--- src/rtl/decoder_pkg.sv ---
// Load/store size codes shared between the instruction decoder and the LSU.
package decoder_pkg;
  localparam logic [2:0] LDST_B  = 3'b000;
  localparam logic [2:0] LDST_H  = 3'b001;
  localparam logic [2:0] LDST_W  = 3'b010;
  localparam logic [2:0] LDST_BU = 3'b100;
  localparam logic [2:0] LDST_HU = 3'b101;
endpackage

--- src/rtl/lsu_pkg.sv ---
// LSU state encoding and the request legality check.
package lsu_pkg;
  import decoder_pkg::*;

  typedef enum logic [1:0] {
    IDLE = 2'd0,
    BUSY = 2'd1,
    DONE = 2'd2
  } lsu_state_t;

  // An access is legal when the size code exists, unsigned sizes are not stored,
  // and the address is naturally aligned for the access width.
  function automatic logic ldst_legal(input logic [2:0] size, input logic we,
                                      input logic [1:0] off);
    logic ok;
    ok = 1'b0;
    case (size)
      LDST_B:  ok = 1'b1;
      LDST_BU: ok = !we;
      LDST_H:  ok = !off[0];
      LDST_HU: ok = !we && !off[0];
      LDST_W:  ok = (off == 2'b00);
      default: ok = 1'b0;
    endcase
    return ok;
  endfunction
endpackage

--- src/rtl/lsu_data_align.sv ---
// Combinational lane steering: byte enables and write replication for requests,
// byte/half selection and extension for read responses.
module lsu_data_align
  import decoder_pkg::*;
(
  input  logic [2:0]  req_size,
  input  logic [1:0]  req_off,
  input  logic        req_we,
  input  logic [31:0] req_wd,
  output logic        req_legal,
  output logic [3:0]  req_be,
  output logic [31:0] req_wd_rep,
  input  logic [2:0]  rsp_size,
  input  logic [1:0]  rsp_off,
  input  logic [31:0] rsp_word,
  output logic [31:0] rsp_data
);
  import lsu_pkg::*;

  logic [7:0]  lane [4];
  logic [7:0]  byte_sel;
  logic [15:0] half_sel;

  for (genvar gi = 0; gi < 4; gi++) begin : g_lane
    assign lane[gi] = rsp_word[8*gi +: 8];
  end

  assign req_legal = ldst_legal(req_size, req_we, req_off);
  assign byte_sel  = lane[rsp_off];
  assign half_sel  = rsp_off[1] ? rsp_word[31:16] : rsp_word[15:0];

  always_comb begin
    req_be     = 4'b0000;
    req_wd_rep = req_wd;
    case (req_size)
      LDST_B, LDST_BU: begin
        req_be     = 4'b0001 << req_off;
        req_wd_rep = {4{req_wd[7:0]}};
      end
      LDST_H, LDST_HU: begin
        req_be     = 4'b0011 << {req_off[1], 1'b0};
        req_wd_rep = {2{req_wd[15:0]}};
      end
      LDST_W: begin
        req_be     = 4'b1111;
        req_wd_rep = req_wd;
      end
      default: begin
        req_be     = 4'b0000;
        req_wd_rep = req_wd;
      end
    endcase
  end

  always_comb begin
    rsp_data = rsp_word;
    case (rsp_size)
      LDST_B:  rsp_data = {{24{byte_sel[7]}}, byte_sel};
      LDST_BU: rsp_data = {24'h000000, byte_sel};
      LDST_H:  rsp_data = {{16{half_sel[15]}}, half_sel};
      LDST_HU: rsp_data = {16'h0000, half_sel};
      default: rsp_data = rsp_word;
    endcase
  end
endmodule

--- src/rtl/lsu_sequencer.sv ---
// Multi-cycle load/store sequencer: stalls the core while one handshaked memory
// access is in flight, and reports misaligned/illegal/timed-out accesses as faults.
module lsu_sequencer #(
  parameter int unsigned TIMEOUT_CYCLES = 255
) (
  input  logic        clk_i,
  input  logic        rst_ni,
  input  logic        core_req_i,
  input  logic        core_we_i,
  input  logic [2:0]  core_size_i,
  input  logic [31:0] core_addr_i,
  input  logic [31:0] core_wd_i,
  output logic [31:0] core_rd_o,
  output logic        core_stall_o,
  output logic        fault_o,
  output logic        mem_req_o,
  output logic        mem_we_o,
  output logic [3:0]  mem_be_o,
  output logic [31:0] mem_addr_o,
  output logic [31:0] mem_wd_o,
  input  logic [31:0] mem_rd_i,
  input  logic        mem_ready_i
);
  import lsu_pkg::*;

  localparam int CNT_W = (TIMEOUT_CYCLES > 1) ? $clog2(TIMEOUT_CYCLES) : 1;
  localparam logic [CNT_W-1:0] CNT_LAST = CNT_W'(TIMEOUT_CYCLES - 1);

  lsu_state_t       state_reg;
  logic [CNT_W-1:0] cnt_reg;
  logic             mem_req_reg;
  logic             mem_we_reg;
  logic [3:0]       mem_be_reg;
  logic [31:0]      addr_reg;
  logic [31:0]      wd_reg;
  logic [1:0]       off_reg;
  logic [2:0]       size_reg;
  logic             fault_reg;
  logic [31:0]      rd_reg;

  logic             req_legal;
  logic [3:0]       req_be;
  logic [31:0]      req_wd_rep;
  logic [31:0]      rsp_data;

  lsu_data_align u_align (
    .req_size   (core_size_i),
    .req_off    (core_addr_i[1:0]),
    .req_we     (core_we_i),
    .req_wd     (core_wd_i),
    .req_legal  (req_legal),
    .req_be     (req_be),
    .req_wd_rep (req_wd_rep),
    .rsp_size   (size_reg),
    .rsp_off    (off_reg),
    .rsp_word   (mem_rd_i),
    .rsp_data   (rsp_data)
  );

  always_ff @(posedge clk_i) begin
    if (!rst_ni) begin
      state_reg   <= IDLE;
      cnt_reg     <= '0;
      mem_req_reg <= 1'b0;
      mem_we_reg  <= 1'b0;
      mem_be_reg  <= 4'b0000;
      addr_reg    <= 32'h0;
      wd_reg      <= 32'h0;
      off_reg     <= 2'b00;
      size_reg    <= 3'b000;
      fault_reg   <= 1'b0;
      rd_reg      <= 32'h0;
    end else begin
      case (state_reg)
        IDLE: begin
          fault_reg <= 1'b0;
          if (core_req_i) begin
            if (req_legal) begin
              state_reg   <= BUSY;
              cnt_reg     <= '0;
              mem_req_reg <= 1'b1;
              mem_we_reg  <= core_we_i;
              mem_be_reg  <= req_be;
              addr_reg    <= {core_addr_i[31:2], 2'b00};
              wd_reg      <= req_wd_rep;
              off_reg     <= core_addr_i[1:0];
              size_reg    <= core_size_i;
            end else begin
              // Rejected requests never reach memory; they only report a fault.
              state_reg <= DONE;
              fault_reg <= 1'b1;
            end
          end
        end
        BUSY: begin
          if (mem_ready_i) begin
            if (!mem_we_reg) begin
              rd_reg <= rsp_data;
            end
            state_reg   <= DONE;
            mem_req_reg <= 1'b0;
            mem_we_reg  <= 1'b0;
            mem_be_reg  <= 4'b0000;
          end else if (cnt_reg == CNT_LAST) begin
            state_reg   <= DONE;
            fault_reg   <= 1'b1;
            rd_reg      <= 32'h0;
            mem_req_reg <= 1'b0;
            mem_we_reg  <= 1'b0;
            mem_be_reg  <= 4'b0000;
          end else begin
            cnt_reg <= cnt_reg + 1'b1;
          end
        end
        DONE: begin
          fault_reg <= 1'b0;
          state_reg <= IDLE;
        end
        default: begin
          state_reg   <= IDLE;
          fault_reg   <= 1'b0;
          mem_req_reg <= 1'b0;
          mem_we_reg  <= 1'b0;
          mem_be_reg  <= 4'b0000;
        end
      endcase
    end
  end

  assign core_stall_o = core_req_i && (state_reg != DONE);
  assign core_rd_o    = rd_reg;
  assign fault_o      = fault_reg;
  assign mem_req_o    = mem_req_reg;
  assign mem_we_o     = mem_we_reg;
  assign mem_be_o     = mem_be_reg;
  assign mem_addr_o   = addr_reg;
  assign mem_wd_o     = wd_reg;
endmodule

--- config.mk ---
export PLATFORM = sky130hd
export DESIGN_NAME = lsu_sequencer
export DESIGN_NICKNAME = d
export VERILOG_FILES = /design/src/rtl/decoder_pkg.sv /design/src/rtl/lsu_pkg.sv /design/src/rtl/lsu_data_align.sv /design/src/rtl/lsu_sequencer.sv
export SDC_FILE = /design/constraint.sdc
export NUM_CORES = 1
export LEC_CHECK = 0
export ABC_AREA = 0
export BUFFER_PORTS_ARGS = -buffer_cell sky130_fd_sc_hd__buf_2
export CAP_MARGIN = 20
export CORE_MARGIN = 10
export CORE_UTILIZATION = 40
export DETAILED_ROUTE_END_ITERATION = 16
export PLACE_DENSITY_LB_ADDON = 0.12
export RECOVER_POWER = 100
export SLEW_MARGIN = 10
export SYNTH_ARGS = -nofsm -noshare
export SYNTH_HDL_FRONTEND = slang
export SYNTH_HIERARCHICAL = 1
export SYNTH_SLANG_ARGS = --single-unit
--- constraint.sdc ---
create_clock -name clk_i -period 2.35 [get_ports clk_i]
set_input_delay 0.47 -clock clk_i [delete_from_list [all_inputs] [get_ports clk_i]]
set_output_delay 0.47 -clock clk_i [all_outputs]
set_load 0.1 [all_outputs]
==> reports/qor.yml <==
detailed_routing:
  antenna_left: 0
  avgViaCountPerCell: 5.18
  wl_um: 16900
  drtIter0Drc: 332
  drc_errors: 0
  routedWlPerCell_um: 16.7
  vias: 5245
  firstDrtPassIters: 6
timing:
  skew_ps: 5.48
  final_max_slew_viol_count: 0
  relSlewSlack_pct: 20.4
  setup_viol: 0
  final.min_clock_period_ps: 2130
  rsz0062_at_grt: "false"
  tightest_slew_ps: 1200
  finalSetupTns_ps: 0
  hold_violations: 0
  fin_crit_sh_pct: 90.7
  fmax_mhz: 469
clocking:
  path_clk_slew_ps: 50
  cts_setup_buffers: 0
  ctsHoldBuffers: 0
  htree_levels: 4
  cts_tree: "built"
  numCtsBuffers: 17
  root_buffer: "clkbuf_16"
  clock_latency_ps: 400
  ctsResizeCount: 0
  cts.sinks: 116
  cts.path.max_buffers: 2
synthesis:
  netlist_instances: 645
  synth.distinct_cells: 50
  synth_edf_count: 0
  synthTopCellsByCount: "186 x nand2_1, 116 x dfxtp_1, 76 x a21oi_1"
  synth.most_common_cell: "nand2_1"
  seq_area_frac_synth_pct: 43.9
  async_reset_ff_share_pct: 0
  synth_area_leaders: "dfxtp_1 44%, nand2_1 13%, a21oi_1 7.2%, a22o_1 6.6%, mux2_2 4.0%"
  syn_area_per_cell_um2: 8.20
  syn-cell-area_um2: 5290
  yosysWarnings: 6
  synth_top_area_cell: "dfxtp_1"
  synth_top_area_share_pct: 43.9
  ys.flop_type: "dfxtp_1"
  synth-seq-cells: 116
min_path:
  hp-start: "core_addr_i[2]"
  min_path_type: "in2reg"
critical_path:
  startpoint: "state_reg[0]$_SDFFE_PN0P_"
  start_kind: "flip-flop"
  end_kind: "output port"
  r2r_start: "cnt_reg[1]$_SDFFE_PN0P_"
  ff2ff_setup_slack_ps: 330
  path_class: "reg2out"
  critical_path_required_ps: 1880
  cp_max_fo: 8
  arrival_ps: 1660
finish:
  fin_area_um2: 6930
  nets: 934
  num_antenna_cells: 0
  drive_gt1_share_pct: 27.2
  syn2layout_area_growth_pct: 31.0
  post-route-util_pct: 54.3
global_routing:
  grt_max_degree: 70
  antenna_found_initial: 0
  grt-ovfl-total: 0
  grt_usage_pct: 17.9
  grt_pass1_vias: 5163
  grt_pass1_wl_um: 26700
place:
  placement.cell_area_um2: 6410
  post-dp-hpwl_um: 12700
  portBuffers: 205
  gp_congestion: 0.880
floorplan:
  start_util_pct: 41.4
  die_h_um: 135
  coreArea_um2: 12800
  dieArea_um2: 18200
  die-width_um: 135
  rows: 41
  boundaryPins: 208
pwr:
  p_per_area_nw_per_um2: 845
  max-vdd-ir-drop_mv: 0.426
  p_leak_nw: 2.86
job:
  cap_violations: 0
run_status:
  status: "finished, final reports clean"
[through the flow]
stage / hold slack [ps] / std cells / total power [mW] / setup WS, ps
after floorplan: 433 / 646 / 2.98 / 128
after global routing: 287 / 1013 / 6.06 / 80.2
after detailed placement: 446 / 981 / 3.26 / 41.7
after global placement: 439 / 981 / 3.25 / 86.5
after CTS: 282 / 1013 / 5.92 / 221
final: 297 / 1013 / 5.86 / 218
[per-layer routing]
| layer | GRT usage [%] | wire length [um] | vias up |
|---|---|---|---|
| li1 | - | - | 2604 |
| met5 | 0 | 0 | - |
| met1 | 21.5 | 7240 | 2414 |
| met2 | 27.9 | 7770 | 199 |
| met4 | 6.94 | 333 | 0 |
| met3 | 7.57 | 1580 | 28 |
[kinds of logic (layout without fill, tap and decap cells)]
kind of cell	after synthesis	after routing	synth area share, %
other	1	2	0.0709
and+or+nand+nor	243	243	19.2
adders and majority gates	2	2	0.473
AOI/OAI and AO/OA	184	184	23.0
DFF	116	116	43.9
buffers and inverters	65	260	6.24
muxes	34	34	7.09
[where the power goes]
part           switching (mW)  internal, mW
sequential             0.0524          2.04
combinational           0.837         0.270
clock                   0.888          1.77
total                    1.78          4.08
[final timing paths]
check                                                   end  cells after the start
worst max register to register   core_rd_o[24]$_SDFFE_PN0P_                      6
worst max-delay path                           core_stall_o                      3
worst min-delay path             mem_addr_o[2]$_SDFFE_PN0P_                      3
worst min register to register  mem_addr_o[30]$_SDFFE_PN0P_                      2
[critical path, stage by stage (launching register included)]
cell	delay [ps]
dfxtp_1	460
inv_1	180
a21boi_2	160
clkbuf_2	460
[cell type report]
class	count	area (um^2)
Clock buffer	23	488
Multi-Input combinational cell	465	2670
Timing Repair Buffer	220	1090
Inverter	8	30.0
Sequential cell	116	2320
Fill cell	1244	5840
Clock inverter	9	125
Tap cell	172	215
[cells in the final DEF, fill, tap and decap left out, drive strengths merged, types with 2 or more instances in the layout]
cell type,instances
nand4,3
a211oi,13
dfxtp,116
clkinv,4
nand2b,5
ha,2
nor3,7
conb,2
o21a,3
nand2,186
and3,2
mux2,22
a22o,40
inv,8
buf,117
or3,2
or3b,2
or4,3
a31oi,4
clkbuf,126
a21oi,76
a22oi,6
a2bb2oi,2
o21ai,22
mux2i,12
clkinvlp,2
a221o,2
o31ai,5
a21o,4
o211ai,2
nand3,9
bufinv,3
nor2,17
nor2b,4
o21bai,2
Note: power is estimated with default switching activity, not from simulation.
